File: config.mk
export PLATFORM = sky130hd
export DESIGN_NAME = lcd_bus_capture
export DESIGN_NICKNAME = d
export VERILOG_FILES = /design/src/rtl/lcd_pkg.sv /design/src/rtl/lcd_ddram.sv /design/src/rtl/lcd_bus_capture.sv
export SDC_FILE = /design/constraint.sdc
export NUM_CORES = 1
export LEC_CHECK = 0
export CAP_MARGIN = 10
export CORE_UTILIZATION = 35
export CTS_CLUSTER_SIZE = 20
export DETAILED_ROUTE_END_ITERATION = 12
export HOLD_SLACK_MARGIN = 0.03
export PLACE_DENSITY = 0.53
export REMOVE_ABC_BUFFERS = 1
export SLEW_MARGIN = 20
export SYNTH_ARGS = -nofsm -noshare
export SYNTH_HDL_FRONTEND = slang
export SYNTH_SLANG_ARGS = --single-unit
File: constraint.sdc
create_clock -name clk -period 7.9 [get_ports clk]
set_input_delay 1.58 -clock clk [delete_from_list [all_inputs] [get_ports clk]]
set_output_delay 1.58 -clock clk [all_outputs]
set_load 0.02 [all_outputs]
File: src/rtl/lcd_pkg.sv
// lcd_pkg: shared constants, command classes and address-counter helpers for the LCD bus capture
package lcd_pkg;

    localparam logic [7:0] LCD_SPACE  = 8'h20;
    localparam logic [6:0] LINE2_BASE = 7'h40;
    localparam logic [6:0] LINE_END   = 7'h27;
    localparam logic [6:0] LINE2_END  = LINE2_BASE + LINE_END;

    // hex2char-compatible digit and letter bases
    localparam logic [7:0] CHAR_0 = 8'h30;
    localparam logic [7:0] CHAR_A = 8'h41;

    localparam logic [3:0] CMD_NONE  = 4'd0;
    localparam logic [3:0] CMD_CLEAR = 4'd1;
    localparam logic [3:0] CMD_HOME  = 4'd2;
    localparam logic [3:0] CMD_ENTRY = 4'd3;
    localparam logic [3:0] CMD_DISP  = 4'd4;
    localparam logic [3:0] CMD_SHIFT = 4'd5;
    localparam logic [3:0] CMD_FUNC  = 4'd6;
    localparam logic [3:0] CMD_CGRAM = 4'd7;
    localparam logic [3:0] CMD_DDRAM = 4'd8;

    typedef enum logic {IDLE, CLEAR} lcd_state_t;

    function automatic logic [7:0] hex2char(input logic [3:0] n);
        return n < 4'd10 ? CHAR_0 + 8'(n) : CHAR_A + 8'(n - 4'd10);
    endfunction

    // the highest set bit of a command byte selects its class
    function automatic logic [3:0] cmd_class(input logic [7:0] d);
        return d[7] ? CMD_DDRAM :
               d[6] ? CMD_CGRAM :
               d[5] ? CMD_FUNC  :
               d[4] ? CMD_SHIFT :
               d[3] ? CMD_DISP  :
               d[2] ? CMD_ENTRY :
               d[1] ? CMD_HOME  :
               d[0] ? CMD_CLEAR : CMD_NONE;
    endfunction

    function automatic logic ac_legal(input logic [6:0] a);
        return (a <= LINE_END) || (a >= LINE2_BASE && a <= LINE2_END);
    endfunction

    // line ends wrap onto the other line; an illegal address never moves
    function automatic logic [6:0] ac_step(input logic [6:0] a, input logic inc);
        if (!ac_legal(a))
            return a;
        if (inc)
            return a == LINE_END ? LINE2_BASE : a == LINE2_END ? 7'h00 : a + 7'd1;
        return a == 7'h00 ? LINE2_END : a == LINE2_BASE ? LINE_END : a - 7'd1;
    endfunction

endpackage

File: src/rtl/lcd_ddram.sv
// lcd_ddram: 80x8 character store with a sync write port and a registered, blankable read port
module lcd_ddram
    import lcd_pkg::*;
#(
    parameter int DEPTH = 80
) (
    input  logic       clk,
    input  logic       reset,
    input  logic       we,
    input  logic [6:0] waddr,
    input  logic [7:0] wdata,
    input  logic [6:0] raddr,
    input  logic       rd_en,
    output logic [7:0] rd_data
);

    logic [7:0] cells [DEPTH];

    for (genvar g = 0; g < DEPTH; g++) begin : cell_g
        logic [7:0] q;
        // each cell resets to a blank and takes the write port when addressed
        always_ff @(posedge clk or negedge reset) begin
            if (!reset)
                q <= LCD_SPACE;
            else if (we && waddr == 7'(g))
                q <= wdata;
        end
        assign cells[g] = q;
    end

    // registered read; a disabled read shows a blank
    always_ff @(posedge clk or negedge reset) begin
        if (!reset)
            rd_data <= LCD_SPACE;
        else
            rd_data <= rd_en ? cells[raddr] : LCD_SPACE;
    end

endmodule

File: src/rtl/lcd_bus_capture.sv
// lcd_bus_capture: decodes HD44780-style bus strobes into a 2x40 DDRAM image with a visible-window read port
module lcd_bus_capture
    import lcd_pkg::*;
#(
    parameter int VIS_COLS = 16,
    parameter int LINE_LEN = 40
) (
    input  logic       clk,
    input  logic       reset,
    input  logic       LCD_RS,
    input  logic       LCD_E,
    input  logic [7:0] LCD_D,
    input  logic       rd_row,
    input  logic [3:0] rd_col,
    output logic [7:0] rd_char,
    output logic       disp_on,
    output logic       cursor_on,
    output logic       blink_on,
    output logic [6:0] cursor_addr,
    output logic       busy,
    output logic       dirty,
    input  logic       dirty_clr,
    output logic       err_busy
);

    localparam logic [6:0] LAST_IDX = 7'(2 * LINE_LEN - 1);

    lcd_state_t state;
    logic       e_q;
    logic       inc;
    logic       cg_mode;
    logic [6:0] clr_idx;
    logic       strobe;
    logic       idle_strobe;
    logic [3:0] cmd;
    logic       wr_ok;
    logic       disp_chg;
    logic       we;
    logic [6:0] waddr;
    logic [7:0] wdata;
    logic [6:0] raddr;
    logic       rd_en;

    assign strobe      = e_q & ~LCD_E;
    assign idle_strobe = strobe && state == IDLE;
    assign cmd         = cmd_class(LCD_D);
    assign busy        = state == CLEAR;

    // write-port steering: the clear sweep owns the port while it runs
    always_comb begin
        wr_ok    = idle_strobe && LCD_RS && !cg_mode && ac_legal(cursor_addr);
        disp_chg = idle_strobe && !LCD_RS && cmd == CMD_DISP &&
                   LCD_D[2:0] != {disp_on, cursor_on, blink_on};
        we       = busy || wr_ok;
        waddr    = busy ? clr_idx :
                   cursor_addr[6] ? 7'(LINE_LEN) + {1'b0, cursor_addr[5:0]} : {1'b0, cursor_addr[5:0]};
        wdata    = busy ? LCD_SPACE : LCD_D;
        raddr    = rd_row ? 7'(LINE_LEN) + {3'b0, rd_col} : {3'b0, rd_col};
        rd_en    = disp_on && ({3'b0, rd_col} < 7'(VIS_COLS));
    end

    // strobe decode, clear sequencing and sticky flags
    always_ff @(posedge clk or negedge reset) begin
        if (!reset) begin
            e_q         <= 1'b0;
            state       <= IDLE;
            clr_idx     <= 7'd0;
            cursor_addr <= 7'd0;
            inc         <= 1'b1;
            disp_on     <= 1'b0;
            cursor_on   <= 1'b0;
            blink_on    <= 1'b0;
            cg_mode     <= 1'b0;
            dirty       <= 1'b1;
            err_busy    <= 1'b0;
        end else begin
            e_q   <= LCD_E;
            dirty <= we || disp_chg || (dirty && !dirty_clr);
            if (state == CLEAR) begin
                if (strobe)
                    err_busy <= 1'b1;
                if (clr_idx == LAST_IDX) begin
                    state   <= IDLE;
                    clr_idx <= 7'd0;
                end else begin
                    clr_idx <= clr_idx + 7'd1;
                end
            end else if (strobe && LCD_RS) begin
                if (wr_ok)
                    cursor_addr <= ac_step(cursor_addr, inc);
            end else if (strobe) begin
                case (cmd)
                    CMD_CLEAR: begin
                        state       <= CLEAR;
                        clr_idx     <= 7'd0;
                        cursor_addr <= 7'd0;
                        inc         <= 1'b1;
                    end
                    CMD_HOME:  cursor_addr <= 7'd0;
                    CMD_ENTRY: inc <= LCD_D[1];
                    CMD_DISP:  {disp_on, cursor_on, blink_on} <= LCD_D[2:0];
                    CMD_SHIFT: if (!LCD_D[3]) cursor_addr <= ac_step(cursor_addr, LCD_D[2]);
                    CMD_CGRAM: cg_mode <= 1'b1;
                    CMD_DDRAM: begin
                        cursor_addr <= LCD_D[6:0];
                        cg_mode     <= 1'b0;
                    end
                    default: ;
                endcase
            end
        end
    end

    lcd_ddram #(.DEPTH(2 * LINE_LEN)) u_ddram (
        .clk     (clk),
        .reset   (reset),
        .we      (we),
        .waddr   (waddr),
        .wdata   (wdata),
        .raddr   (raddr),
        .rd_en   (rd_en),
        .rd_data (rd_char)
    );

endmodule
==> results.toml, run 1 <==
[grt]
grt_pass1_wl_mm = 104
antenna_found_initial = 1
grt_overflow = 0
grt_max_degree = 168
grt.total_usage = 0.184
first_global_vias = 15727

[finish]
final_area_sq_mm = 0.0295
fill_cells = 6720
utilization = 0.402
fin_cells = 2738
n_antenna_cell = 0
area_delta_synth_final_pct = 13.1
layout-drive-gt1-share = 0.509
num-nets-final = 1754

[synthesis]
synth_area_sq_mm = 0.0261
ys_warn_count = 0
synth_cell_types = 69
yosysMostFrequentCell = "mux2_2"
synth.top_cell.area_share = 0.457
synth_edf_count = 0
ys.flop_type = "dfrtp_1"
syn-mean-instance-area_sq_um = 15.1
yosysTopAreaCell = "dfrtp_1"
ys_ff_latch = 543
synthCells = 1725
ys_async_sr_fraction = 1.00
synth_seq_area_share = 0.525
synth_area_leaders = "dfrtp_1 (46%), mux2_2 (22%), mux4_2 (12%)"
synthTopCellsByCount = "mux2_2 (507), dfrtp_1 (476), mux4_2 (143)"

[cts]
postCtsSetupRepairBufs = 0
clk_latency_ps = 620
ctsHoldBuffers = 0
postCtsResizedCells = 0
cts_tree = "done"
clkSinkCount = 543
clkTransAtPathRegs_ps = 60
h-tree-depth = 2
numCtsBuffers = 60
clock_path_buffers = 3
clockRootBuffer = "clkbuf_16"

[flow_run]
cap_violations = 0

[sta]
fmax_ghz = 0.238
finalHoldWorstSlack_ps = 484
clock_skew_ps = 18.6
fin_crit_ps = 4210
grt_setup_unrepaired = "no"
final.setup.tns_ps = 0
relSlewSlack = 0.318
layout_setup_ws_ps = 3690
fin_crit_sh = 0.532
hold_viol = 0
drv_slew = 0
finalSetupViolCount = 0
worstMarginPinSlew_ps = 1020

[floorplan]
rows = 99
dieWidth_um = 275
ios = 39
start_util = 0.355
core-area_sq_mm = 0.0733
die_area_sq_mm = 0.0756
fp.dieH_um = 275

[min_path]
hold_class = "register to register"

[placement]
placed_cell_area_sq_mm = 0.0274
dp_cells = 2626
io_buffers = 38
place_hpwl_mm = 41.9
dp_slack_ps = 3050
routabilityCongestion = 0.821

[routing]
dr.pass1.iters = 9
drcViolationCount = 2
wire_per_inst_um = 24.7
wl_mm = 67.6
viasPerCell = 5.41
via_count = 14811
ant_nets = 0
drt-initial-drc-count = 963

[setup_path]
critical_path_arrival_ps = 4710
cp.required_ps = 8410
worstSetupPathType = "input pin to register"
worstSetupStartpointType = "input pin"
critPathCaptureType = "register"
critPathMaxFanout = 14

[power_and_ir_drop]
power_density_mw_per_mm2 = 252
ir_drop_v = 0.000179
p_total_mw = 7.42
p_leak_nw = 13.6

[outcome]
violations = "design-rule violations"
status = "finished with violations"
==> critical path, stage by stage <==
cell and delay, ps:
clkdlybuf4s50_1 470, nand3b_1 530, or4_1 700, o22ai_2 400, nand2_1 240, nor2_4 390
mux2_2 380
==> path summary, 6_finish.rpt <==
path,slack [ps],depth (start not counted),start,endpoint
worst max-delay path,3690,7,LCD_E,u_ddram.cell_g[22].q[0]$_DFFE_PN0P_
worst min-delay path,480,1,u_ddram.cell_g[17].q[4]$_DFFE_PN0P_,u_ddram.cell_g[17].q[4]$_DFFE_PN0P_
worst max register to register,3990,7,cursor_addr[3]$_DFFE_PN0P_,u_ddram.cell_g[35].q[0]$_DFFE_PN0P_
worst min register to register,480,1,u_ddram.cell_g[17].q[4]$_DFFE_PN0P_,u_ddram.cell_g[17].q[4]$_DFFE_PN0P_
max in group asynchronous,5270,2,reset,u_ddram.cell_g[27].q[2]$_DFFE_PN0P_
min in group asynchronous,1030,1,reset,u_ddram.cell_g[35].q[0]$_DFFE_PN0P_
==> sequential cells by signal, indices dropped and copies added, names as in the netlist, 7 cells and up <==
name,count
u_ddram.cell_g.q,512
u_ddram.rd_data,8
clr_idx,7
cursor_addr,7
==> kinds of logic (layout without fill, tap and decap cells) <==
kind of cell / count (synthesis) / after routing / synth area share
buf+inv: 132 / 186 / 0.0216
compound gates: 114 / 114 / 0.0304
xor+xnor: 11 / 11 / 0.00370
fa+ha+maj: 7 / 7 / 0.00336
simple gates: 219 / 219 / 0.0546
flops: 543 / 543 / 0.525
mux: 699 / 699 / 0.362
==> placed cells by master (no fill, tap or decap), drive strengths merged, types with 8 or more instances in the layout <==
cell type      count
o22ai             10
a21oi             16
dfstp             67
mux2             516
buf               25
o21ai             30
inv               15
clkbuf            94
mux2i             40
mux4             143
nand2b            11
nand2             66
clkdlybuf4s50     34
nor2b             12
nand3             20
and2               8
xnor2              8
clkinv            12
nor3              10
a221oi             8
dfrtp            476
nor2              67
==> per-layer routing <==
layer / vias to the layer above / global-route usage / wire length (um)
met4: 2 / 0.0532 / 1560
li1: 6452 / - / -
met2: 243 / 0.301 / 32600
met3: 75 / 0.0217 / 2010
met5: - / 0 / 10
met1: 8039 / 0.258 / 31400
==> cell type report <==
| class | count | area [sq um] | area share |
|---|---|---|---|
| Clock buffer | 93 | 1840 | 0.0623 |
| Tap cell | 959 | 1200 | 0.0407 |
| Timing Repair Buffer | 60 | 603 | 0.0205 |
| Clock inverter | 19 | 226 | 0.00768 |
| Multi-Input combinational cell | 1050 | 11900 | 0.403 |
| Sequential cell | 543 | 13700 | 0.464 |
| Inverter | 14 | 52.6 | 0.00178 |
==> where the power goes <==
group          internal, mW  switching, mW  leakage (nW)
combinational         0.516          0.737          5.31
sequential             3.08          0.190          7.27
clock                  1.75           1.15          1.03
(Power assumes the default switching activity.)
==> inputs of run 2 (changes only) <==
Settings changed: PLACE_DENSITY 0.53 to 0.54.
Clock period 7.9 ns to 3.7 ns, I/O delays scaled along.
==> results.toml, run 2 (synthesis results as in run 1) <==
[placement]
io_buffers = 38
routabilityCongestion = 0.837
place_hpwl_mm = 45.0

[finish]
top_regs = "u_ddram.cell_g.q x512, u_ddram.rd_data x8"
most-common-layout-cells = "mux2_2 (507), dfrtp_1 (475), mux4_2 (143)"
num-nets-final = 1808
n_antenna_cell = 0
regMostFlops = "u_ddram.cell_g.q"
final_common_cell = "mux2_2"
area_delta_synth_final_pct = 15.0
layout-drive-gt1-share = 0.516
largest_reg_flops = 512

[cts]
clock_path_buffers = 3
clk_latency_ps = 640
clockRootBuffer = "clkbuf_16"
cts_tree = "done"
postCtsSetupRepairBufs = 0
postCtsResizedCells = 0
h-tree-depth = 2
clkSinkCount = 543
clkTransAtPathRegs_ps = 60
ctsHoldBuffers = 0
numCtsBuffers = 59

[setup_path]
critPathMaxFanout = 13
critPathCaptureType = "register"
cp_top_family = "simple AND/OR/NAND/NOR gates"
slowest_delay_ps = 800
critical_path_arrival_ps = 3990
critPathBufInv = 1
path_cells = "ha_1 > nor2b_1 > xnor2_1 > o211ai_1 > buf_4 > nor2_1 > nand2_1 > mux2_2"
cp.required_ps = 4210
worstSetupPathType = "register to register"
crit_slowest_cell = "nor2_1"
worstSetupStartpointType = "register"

[floorplan]
start_util = 0.355
die_area_sq_mm = 0.0756
ios = 39
fp.dieH_um = 275
rows = 99
core-area_sq_mm = 0.0733
dieWidth_um = 275

[routing]
viasPerCell = 5.40
dr.pass1.iters = 9
wire_per_inst_um = 24.5
via_count = 15059
drt-initial-drc-count = 853
wl_mm = 68.4
drcViolationCount = 2
ant_nets = 0

[grt]
grt.total_usage = 0.186
grt_overflow = 0
first_global_vias = 15994
grt_pass1_wl_mm = 105
grt_max_degree = 96
antenna_found_initial = 0

[sta]
grt_setup_unrepaired = "no"
drv_slew = 0
clock_skew_ps = 34.3
fin_crit_ps = 3480
hold_viol = 0
fmax_ghz = 0.288
fin_crit_sh = 0.939
finalSetupViolCount = 0
worstMarginPinSlew_ps = 1040
relSlewSlack = 0.301
final.setup.tns_ps = 0

[power_and_ir_drop]
p_clk_frac = 0.374
p_switching_mw = 4.45
p_leak_nw = 13.9
switching_share = 0.283
p_total_mw = 15.7
pwr-share-seq = 0.439
combinationalPowerShare = 0.186
power_density_mw_per_mm2 = 525
intPower_mw = 11.3
ir_drop_v = 0.000336

[min_path]
hold_class = "input pin to asynchronous set/reset pin"

[flow_run]
cap_violations = 0

[outcome]
violations = "design-rule violations"
status = "finished with violations"
[run 2: changes by cell type in the layout (fill, tap and decap cells not counted), sizes merged]
cell,change
buf,+55
clkinvlp,-1
bufinv,-2
clkinv,-5
clkbuf,+7
inv,-1
[run 2: final timing paths]
kind	start	to	slack (ps)	depth (start not counted)
min reg2reg	u_ddram.cell_g[27].q[0]$_DFFE_PN0P_	u_ddram.cell_g[27].q[0]$_DFFE_PN0P_	480	1
max	cursor_addr[3]$_DFFE_PN0P_	u_ddram.cell_g[38].q[0]$_DFFE_PN0P_	220	8
max in group asynchronous	reset	u_ddram.cell_g[57].q[4]$_DFFE_PN0P_	2640	2
min in group clk	u_ddram.cell_g[27].q[0]$_DFFE_PN0P_	u_ddram.cell_g[27].q[0]$_DFFE_PN0P_	480	1
min	reset	u_ddram.cell_g[48].q[4]$_DFFE_PN0P_	90	1
max reg2reg	cursor_addr[3]$_DFFE_PN0P_	u_ddram.cell_g[38].q[0]$_DFFE_PN0P_	220	8
[run 2: layer usage]
metal	GRT usage	up-vias	wire length, um
met5	0	-	0
met4	0.0551	0	1720
met3	0.0298	96	2740
met2	0.297	256	32400
met1	0.261	8146	31500
li1	-	6561	-
[run 2: cell type report]
class / count / area (sq um)
Timing Repair Buffer: 115 / 1240
Inverter: 14 / 52.6
Clock inverter: 10 / 148
Clock buffer: 100 / 1780
Sequential cell: 543 / 13700
Fill cell: 6724 / 43400
Tap cell: 959 / 1200
Multi-Input combinational cell: 1050 / 11900
[run 2: metrics by stage]
stage               std cells  hold slack [ps]  utilization  instance area, sq um  worst slack, ps
global route             2791              118        0.409                 30000             99.1
finish                   2791             88.4        0.409                 30000              224
global placement         2681              465        0.383                 28000              218
CTS                      2791              112        0.409                 30000              239
detailed placement       2681              470        0.383                 28000              163
floorplan                1607              444            -                 25600              338
[run 2: power groups by stage]
stage	Combinational [mW]	Sequential (mW)	Clock, mW
final	2.93	6.92	5.90
after floorplan	1.71	6.98	0
after CTS	2.96	6.91	6.07
after detailed placement	2.95	7.02	0
after global placement	2.91	6.98	0
after global routing	3.15	6.99	6.31
